<file path="src/rtl/vector_pkg.sv">
// -----------------------------------------------------------------------------
// vector_pkg
// Shared definitions for the vector assembler and the vector register it
// feeds: vector length, element-index width, and the assembler state
// encoding. Also provides a small helper to detect the final slot.
// -----------------------------------------------------------------------------
package vector_pkg;

    // Number of elements per packed vector
    localparam int VEC_LEN = 4;

    // Width of the element index counter
    localparam int IDX_W = 2;

    // Index value of the last slot in a vector
    localparam logic [IDX_W-1:0] LAST_IDX = 2'd3;

    // Assembler states
    typedef enum logic [1:0] {
        IDLE   = 2'd0,
        FILL   = 2'd1,
        COMMIT = 2'd2,
        DRAIN  = 2'd3
    } state_e;

    // True when the given index addresses the final slot of a vector
    function automatic logic is_last_slot(input logic [IDX_W-1:0] idx);
        return (idx == LAST_IDX);
    endfunction

endpackage

</file>
<file path="src/rtl/vector_assembler.sv">
// -----------------------------------------------------------------------------
// vector_assembler
// Collects a serial stream of elements over a valid/ready handshake and packs
// every VEC_LEN elements into one vector. A full vector is presented on
// vec_out with a one-cycle load strobe for the vector register's write port.
// Framing on in_last is checked: a short frame is dropped with an err pulse;
// a long frame is still loaded (first VEC_LEN elements) with err raised
// alongside load, and the surplus elements are drained up to in_last.
//
// Ports:
//   clk       in   single clock, rising edge
//   reset     in   synchronous active-low reset
//   flush     in   discard any partial vector, return to IDLE
//   in_valid  in   element present on in_data
//   in_data   in   element value (ELEM_WIDTH bits)
//   in_last   in   marks the final element of a vector
//   in_ready  out  element can be accepted this cycle (state decode only)
//   vec_out   out  packed vector, element 0 in the LSB slot
//   load      out  one-cycle write strobe, registered
//   busy      out  state is not IDLE, registered
//   err       out  one-cycle framing-error pulse, registered
// -----------------------------------------------------------------------------
module vector_assembler
    import vector_pkg::*;
#(
    parameter int ELEM_WIDTH = 4
) (
    input  logic                          clk,
    input  logic                          reset,
    input  logic                          flush,
    input  logic                          in_valid,
    input  logic [ELEM_WIDTH-1:0]         in_data,
    input  logic                          in_last,
    output logic                          in_ready,
    output logic [VEC_LEN*ELEM_WIDTH-1:0] vec_out,
    output logic                          load,
    output logic                          busy,
    output logic                          err
);

    localparam int VEC_W = VEC_LEN * ELEM_WIDTH;

    state_e               state_q, state_d;
    logic [IDX_W-1:0]     idx_q, idx_d;
    logic                 long_q, long_d;
    logic [VEC_W-1:0]     vec_q, vec_d;
    logic                 load_q, load_d;
    logic                 err_q, err_d;
    logic                 busy_q, busy_d;
    logic                 accept_s;

    // Ready is a pure state decode: only the COMMIT bubble blocks input
    always_comb begin
        in_ready = (state_q != COMMIT);
    end

    // Handshake completion
    always_comb begin
        accept_s = in_valid & in_ready;
    end

    // Next-state, packing and registered-output decode
    always_comb begin
        state_d = state_q;
        idx_d   = idx_q;
        long_d  = long_q;
        vec_d   = vec_q;
        err_d   = 1'b0;

        if (flush) begin
            // Flush beats any accept in the same cycle and never flags err
            state_d = IDLE;
            idx_d   = {IDX_W{1'b0}};
            long_d  = 1'b0;
        end else begin
            case (state_q)
                IDLE, FILL: begin
                    if (accept_s) begin
                        for (int i = 0; i < VEC_LEN; i++) begin
                            if (idx_q == IDX_W'(i)) begin
                                vec_d[i*ELEM_WIDTH +: ELEM_WIDTH] = in_data;
                            end else begin
                                vec_d[i*ELEM_WIDTH +: ELEM_WIDTH] = vec_q[i*ELEM_WIDTH +: ELEM_WIDTH];
                            end
                        end
                        if (is_last_slot(idx_q)) begin
                            // Vector complete; a missing in_last means the
                            // frame runs long and must be drained afterwards
                            state_d = COMMIT;
                            idx_d   = {IDX_W{1'b0}};
                            long_d  = ~in_last;
                        end else if (in_last) begin
                            // Short frame: drop the partial vector
                            state_d = IDLE;
                            idx_d   = {IDX_W{1'b0}};
                            err_d   = 1'b1;
                        end else begin
                            state_d = FILL;
                            idx_d   = idx_q + 2'd1;
                        end
                    end else begin
                        state_d = state_q;
                    end
                end
                COMMIT: begin
                    // The long-frame flag has been reported with load; clear it
                    if (long_q) begin
                        state_d = DRAIN;
                    end else begin
                        state_d = IDLE;
                    end
                    long_d = 1'b0;
                end
                DRAIN: begin
                    // Surplus elements are discarded without packing
                    if (accept_s && in_last) begin
                        state_d = IDLE;
                    end else begin
                        state_d = DRAIN;
                    end
                end
                default: begin
                    state_d = IDLE;
                    idx_d   = {IDX_W{1'b0}};
                    long_d  = 1'b0;
                end
            endcase
        end

        // Long-frame error is reported in the same cycle as load
        if ((state_d == COMMIT) && long_d) begin
            err_d = 1'b1;
        end else begin
            err_d = err_d;
        end

        load_d = (state_d == COMMIT);
        busy_d = (state_d != IDLE);
    end

    // State, counter, data and output registers with synchronous reset
    always_ff @(posedge clk) begin
        if (!reset) begin
            state_q <= IDLE;
            idx_q   <= {IDX_W{1'b0}};
            long_q  <= 1'b0;
            vec_q   <= {VEC_W{1'b0}};
            load_q  <= 1'b0;
            err_q   <= 1'b0;
            busy_q  <= 1'b0;
        end else begin
            state_q <= state_d;
            idx_q   <= idx_d;
            long_q  <= long_d;
            vec_q   <= vec_d;
            load_q  <= load_d;
            err_q   <= err_d;
            busy_q  <= busy_d;
        end
    end

    // Drive outputs straight from flops
    always_comb begin
        vec_out = vec_q;
        load    = load_q;
        err     = err_q;
        busy    = busy_q;
    end

endmodule

</file>
<file path="config.mk">
export PLATFORM = sky130hd
export DESIGN_NAME = vector_assembler
export DESIGN_NICKNAME = d
export VERILOG_FILES = /design/src/rtl/vector_pkg.sv /design/src/rtl/vector_assembler.sv
export SDC_FILE = /design/constraint.sdc
export NUM_CORES = 1
export LEC_CHECK = 0
export CAP_MARGIN = 20
export CORE_AREA = 3 3 53 55
export CTS_CLUSTER_SIZE = 10
export DETAILED_ROUTE_END_ITERATION = 8
export DIE_AREA = 0 0 56 58
export PLACE_DENSITY = 0.71
export SYNTH_ARGS = -nofsm -noshare
export SYNTH_HDL_FRONTEND = slang
export SYNTH_SLANG_ARGS = --single-unit
</file>
<file path="constraint.sdc">
create_clock -name clk -period 1.55 [get_ports clk]
set_clock_uncertainty 0.15 [all_clocks]
set_input_delay 0.31 -clock clk [delete_from_list [all_inputs] [get_ports clk]]
set_output_delay 0.31 -clock clk [all_outputs]
set_load 0.01 [all_outputs]
</file>
# Word-level counts from Yosys, hierarchy flattened
# Cells that the tools add are included.
[classes]
n_reduce_logical = 12
bitwise = 4
n_eq_ne = 8
n_addsub = 1
n_mux = 19
[op_table]
columns = ["cell", "count"]
rows = [
  ["AND reduction 4 bit", 4],
  ["2-to-1 mux 2 bit", 7],
  ["== test 2 bit (second input constant)", 5],
  ["2-to-1 mux 1 bit", 10],
  ["one-hot mux 2 bit (3 select lines)", 1],
  ["== test 2 x 1 -> 1 bit (second input constant)", 2],
  ["zero test 2 bit", 2],
  ["OR reduction 2 bit", 2],
  ["inverter 1 bit", 3],
  ["adder 2 x 1 -> 2 bit (second input constant)", 1],
  ["logical AND 1 bit", 2],
  ["!= test 2 bit (second input constant)", 1],
  ["one-hot mux 1 bit (2 select lines)", 1],
  ["AND reduction 2 bit", 1],
  ["nonzero test 2 bit", 1],
  ["AND 1 bit", 1],
]
[word_totals]
elab_cells = 54
input_bits = 9
register_bits = 24
out_inout_bits = 20

# Logic depth before layout (Yosys ltp)
[depth]
ltp_word = 9
mapped_depth = 6

# Least setup slack after synthesis
# Ideal clock, no wire load.
[synth_path]
path_kind = "flip-flop to flip-flop"
startpoint = "reg idx_q[0]"
endpoint = "reg vec_q[12] (netlist: vec_out[12])"
synth_period_minus_slack_ps = 1388
path_buffers = 1
slack_ps = 162
path_stages_with_launch = 6
arrival_time_ps = 1122
cell_sequence = "dfxtp_1 ha_1 and4bb_1 buf_4 mux2i_1 nor2b_1"
[synth_between]
elab_chain_cells = 2
[synth_lines]
columns = ["element", "line_no", "text"]
rows = [
  ["start: declaration", "vector_assembler.sv:44", "logic [IDX_W-1:0] idx_q, idx_d;"],
  ["start signal: assignment", "vector_assembler.sv:145", "idx_q <= {IDX_W{1'b0}};"],
  ["start signal: assignment", "vector_assembler.sv:153", "idx_q <= idx_d;"],
  ["== test 2 bit", "vector_assembler.sv:80", "if (idx_q == IDX_W'(i)) begin"],
  ["AND reduction 4 bit (no line)", "--", ""],
  ["end signal: assignment", "vector_assembler.sv:147", "vec_q <= {VEC_W{1'b0}};"],
  ["end signal: assignment", "vector_assembler.sv:155", "vec_q <= vec_d;"],
  ["end: declaration", "vector_assembler.sv:46", "logic [VEC_W-1:0] vec_q, vec_d;"],
]
# No other way between the ends.
# A chain may end at the register's enable or synchronous reset.

# Worst setup path after layout
[layout_path]
startpoint = "reg idx_q[1]"
endpoint = "reg long_q"
[layout_between]
elab_chain_cells = 5
[layout_lines]
columns = ["element", "line_no", "text"]
rows = [
  ["== test 2 bit", "vector_pkg.sv:28", "return (idx == LAST_IDX);"],
  ["2-to-1 mux 1 bit", "vector_assembler.sv:86", "if (is_last_slot(idx_q)) begin"],
  ["2-to-1 mux 1 bit", "vector_assembler.sv:78", "if (accept_s) begin"],
  ["one-hot mux 1 bit (2 select lines)", "vector_assembler.sv:76", "case (state_q)"],
  ["2-to-1 mux 1 bit", "vector_assembler.sv:70", "if (flush) begin"],
  ["end signal: assignment", "vector_assembler.sv:154", "long_q <= long_d;"],
  ["end: declaration", "vector_assembler.sv:45", "logic long_q, long_d;"],
]
# No other way between the ends.

==> load_flow_metrics.sql <==
INSERT INTO impl_metrics (metric_group, metric, value, unit) VALUES
('status', 'outcome', 'finished, final reports clean', ''),
('global_routing', 'wire_length_of_the_first_global_routing_pass', '3590', 'um'),
('power_and_ir_drop', 'internal_power', '0.949', 'mW'),
('synth', 'yosysTopAreaCellShare', '0.449', ''),
('synth', 'mappedNetlistNets', '121', ''),
('route', 'routed_wire_length_per_instance', '13.1', 'um'),
('synth', 'post_synth_main_area_contributors', 'dfxtp_1, mux2i_1, nand2_1, nor2b_1, ha_1', ''),
('clock_network', 'insertion_delay_to_the_later_sink_of_the_worst_skew_pair', '0.31', 'ns'),
('clock_network', 'cts_tree', 'yes', ''),
('power_and_ir_drop', 'netSwitchingFraction', '0.205', ''),
('timing', 'final_hold_viol_count', '0', ''),
('critical_path', 'cp_top_family', 'flip-flops', ''),
('critical_path', 'worst_ep_required_time', '1.65', 'ns'),
('floorplanning', 'fp.dieH', '58', 'um'),
('synth', 'synth_simple_gate_area_share', '0.254', ''),
('timing', 'min_period', '1.46', 'ns'),
('synth', 'synth_mux_area_frac', '0.150', ''),
('layout', 'layout.cell_area.non_filler', '0.00150', 'mm2'),
('synth', 'gate_count_post_synth', '108', ''),
('power_and_ir_drop', 'leakage', '0.642', 'nW'),
('clock_network', 'h_tree_depth', '1', ''),
('global_routing', 'maximum_number_of_pins_on_one_net_before_global_route_repair', '23', ''),
('synth', 'yosys_register_bits', '24', ''),
('route', 'route.detailed.drc', '0', ''),
('layout', 'final_net_count', '162', ''),
('clock_network', 'clock_sinks', '24', ''),
('timing', 'tightestPinTransition', '0.320', 'ns'),
('floorplanning', 'placeableCoreArea', '0.00243', 'mm2'),
('global_routing', 'first_global_vias', '885', ''),
('layout', 'synthesis_to_layout_area_growth', '40.3', '%'),
('synth', 'ys_dominant_reg_cell', 'dfxtp_1', ''),
('timing', 'achievable-frequency', '686', 'MHz'),
('route', 'met2_routed_length', '1180', 'um'),
('power_and_ir_drop', 'p_clk_frac', '0.373', ''),
('timing', 'final_critical_path_share_of_the_clock_period', '0.941', ''),
('floorplanning', 'start_util', '0.440', ''),
('critical_path', 'worstPathBufferInverterCount', '1', ''),
('floorplanning', 'die_area', '0.00325', 'mm2'),
('worst_hold_path', 'hold_class', 'input port to flip-flop', ''),
('synth', 'count_of_unique_library_cells_instantiated_by_yosys', '27', ''),
('critical_path', 'critical_path.max_stage_delay', '0.40', 'ns'),
('power_and_ir_drop', 'max-vdd-ir-drop', '0.947', 'mV'),
('global_routing', 'global_route.overflow_total', '0', ''),
('clock_network', 'cts.path.max_buffers', '2', ''),
('route', 'drt_pass1_iterations', '3', ''),
('synth', 'ys_seq_area_frac', '0.449', ''),
('clock_network', 'clk_root_buffer_cell', 'clkbuf_4', ''),
('route', 'route.detailed.vias_per_inst', '4.95', ''),
('global_routing', 'grt_util_all_layers', '0.142', ''),
('clock_network', 'path_clk_slew', '0.13', 'ns'),
('place', 'gp_weighted_congestion', '0.767', ''),
('clock_network', 'postCtsHoldBufs', '0', ''),
('route', 'routed_wirelength', '2330', 'um'),
('synth', 'synth-async-reset-ratio', '0', ''),
('clock_network', 'cts_setup_buffers', '0', ''),
('route', 'drt.antenna.violating_nets', '0', ''),
('floorplanning', 'ioPinCount', '29', ''),
('layout', 'finish.utilization', '0.618', ''),
('global_routing', 'grt_antenna_before_repair', '0', ''),
('synth', 'post_synth_fa_ha_maj_area_fraction', '0.0467', ''),
('route', 'detailroute.wirelength.met3', '153', 'um'),
('timing', 'rsz0062_at_grt', 'false', ''),
('critical_path', 'timing.critical_path.slowest_stage_cell', 'dfxtp_1', ''),
('critical_path', 'critical_path_class', 'flip-flop to flip-flop', ''),
('synth', 'yosys.area.top_type', 'dfxtp_1', ''),
('floorplanning', 'dieWidth', '56', 'um'),
('layout', 'n_antenna_cell', '0', ''),
('synth', 'synth_xor_area_frac', '0.00818', ''),
('power_and_ir_drop', 'cellPowerDensity', '795', 'mW/mm2'),
('synth', 'postSynthAreaPerCell', '9.92', 'um2'),
('power_and_ir_drop', 'sum_of_internal_switching_and_leakage_power', '1.19', 'mW');
-- cells in the mapped netlist (all sizes together) (2+ instances only) --
cell type and count:
nand4 2, clkbuf 2, dfxtp 24, nor3b 2, nor2b 9, buf 4
inv 3, nand3 2, nor2 5, mux2i 16, nand2 18, a21oi 3
nand2b 3, ha 4
-- metal layers --
layer / vias to the layer above / track usage
met5: - / 0
met4: 0 / 0.0576
met3: 2 / 0.0557
met2: 23 / 0.265
met1: 408 / 0.141
li1: 448 / -
-- layout make-up --
type                            count  area, um2
Inverter                            3       11.3
Fill cell                         235        930
Sequential cell                    24        482
Tap cell                           30       37.5
Multi-Input combinational cell     75        562
Timing Repair Buffer               42        358
Clock buffer                        3       22.5
Clock inverter                      1       30.0
-- final timing paths --
kind	from	end	slack, ns	cells after the start
setup / recovery	idx_q[1]	long_q	0.09	5
hold reg to reg	vec_out[5]	vec_out[5]	0.31	2
setup reg to reg	idx_q[1]	long_q	0.09	5
hold / removal	flush	load	0.31	4
-- cell usage in the layout, fill, tap and decap left out, types with 2 or more instances in the layout --
master,n
nor3b_4,2
inv_1,2
nor2_1,4
nand2_1,18
ha_1,4
clkdlybuf4s50_1,6
clkbuf_4,3
dlygate4sd2_1,20
nand2b_1,2
nand3_1,2
dfxtp_1,23
nand4_1,2
a21oi_1,3
mux2i_1,16
buf_4,14
nor2b_1,9
-- registers in the layout, summed over array words and instances (netlist names) --
register  count
busy          1
err           1
long_q        1
load          1
vec_out      16
idx_q         2
state_q       2
-- worst min-delay path, delay by kind of cell --
kind                   cells  cell delay (ns)
buffers and inverters      1             0.23
AND/OR/NAND/NOR            3             0.20
-- per-stage QoR --
step / std cells / setup slack [ns] / hold slack (ns) / setup TNS [ns]
after floorplan: 108 / 0.162 / 0.271 / 0
after global placement: 174 / -0.363 / 0.295 / -6.17
after detailed placement: 174 / -0.420 / 0.295 / -7.28
after CTS: 178 / 0.0204 / 0.318 / 0
after global routing: 178 / 0.00810 / 0.339 / 0
final: 178 / 0.0913 / 0.312 / 0
-- cells by family after synthesis --
family	Yosys count
simple gates	46
mux	16
xor+xnor	1
compound gates	8
buf+inv	9
flops	24
fa+ha+maj	4
-- power groups by stage --
stage	clock [mW]	sequential (mW)	combinational [mW]
6_report	0.446	0.631	0.117
5_1_grt	0.485	0.633	0.126
4_1_cts	0.468	0.631	0.115
3_5_place_dp	0	0.645	0.121
3_3_place_gp	0	0.644	0.118
2_1_floorplan	0	0.649	0.0484
-- timing repair --
item	4_1_cts	5_1_grt
gates cloned	0	0
resized for setup	23	7
pin swaps	0	0
endpoints found under the setup margin	34	6
(Power assumes the default switching activity.)
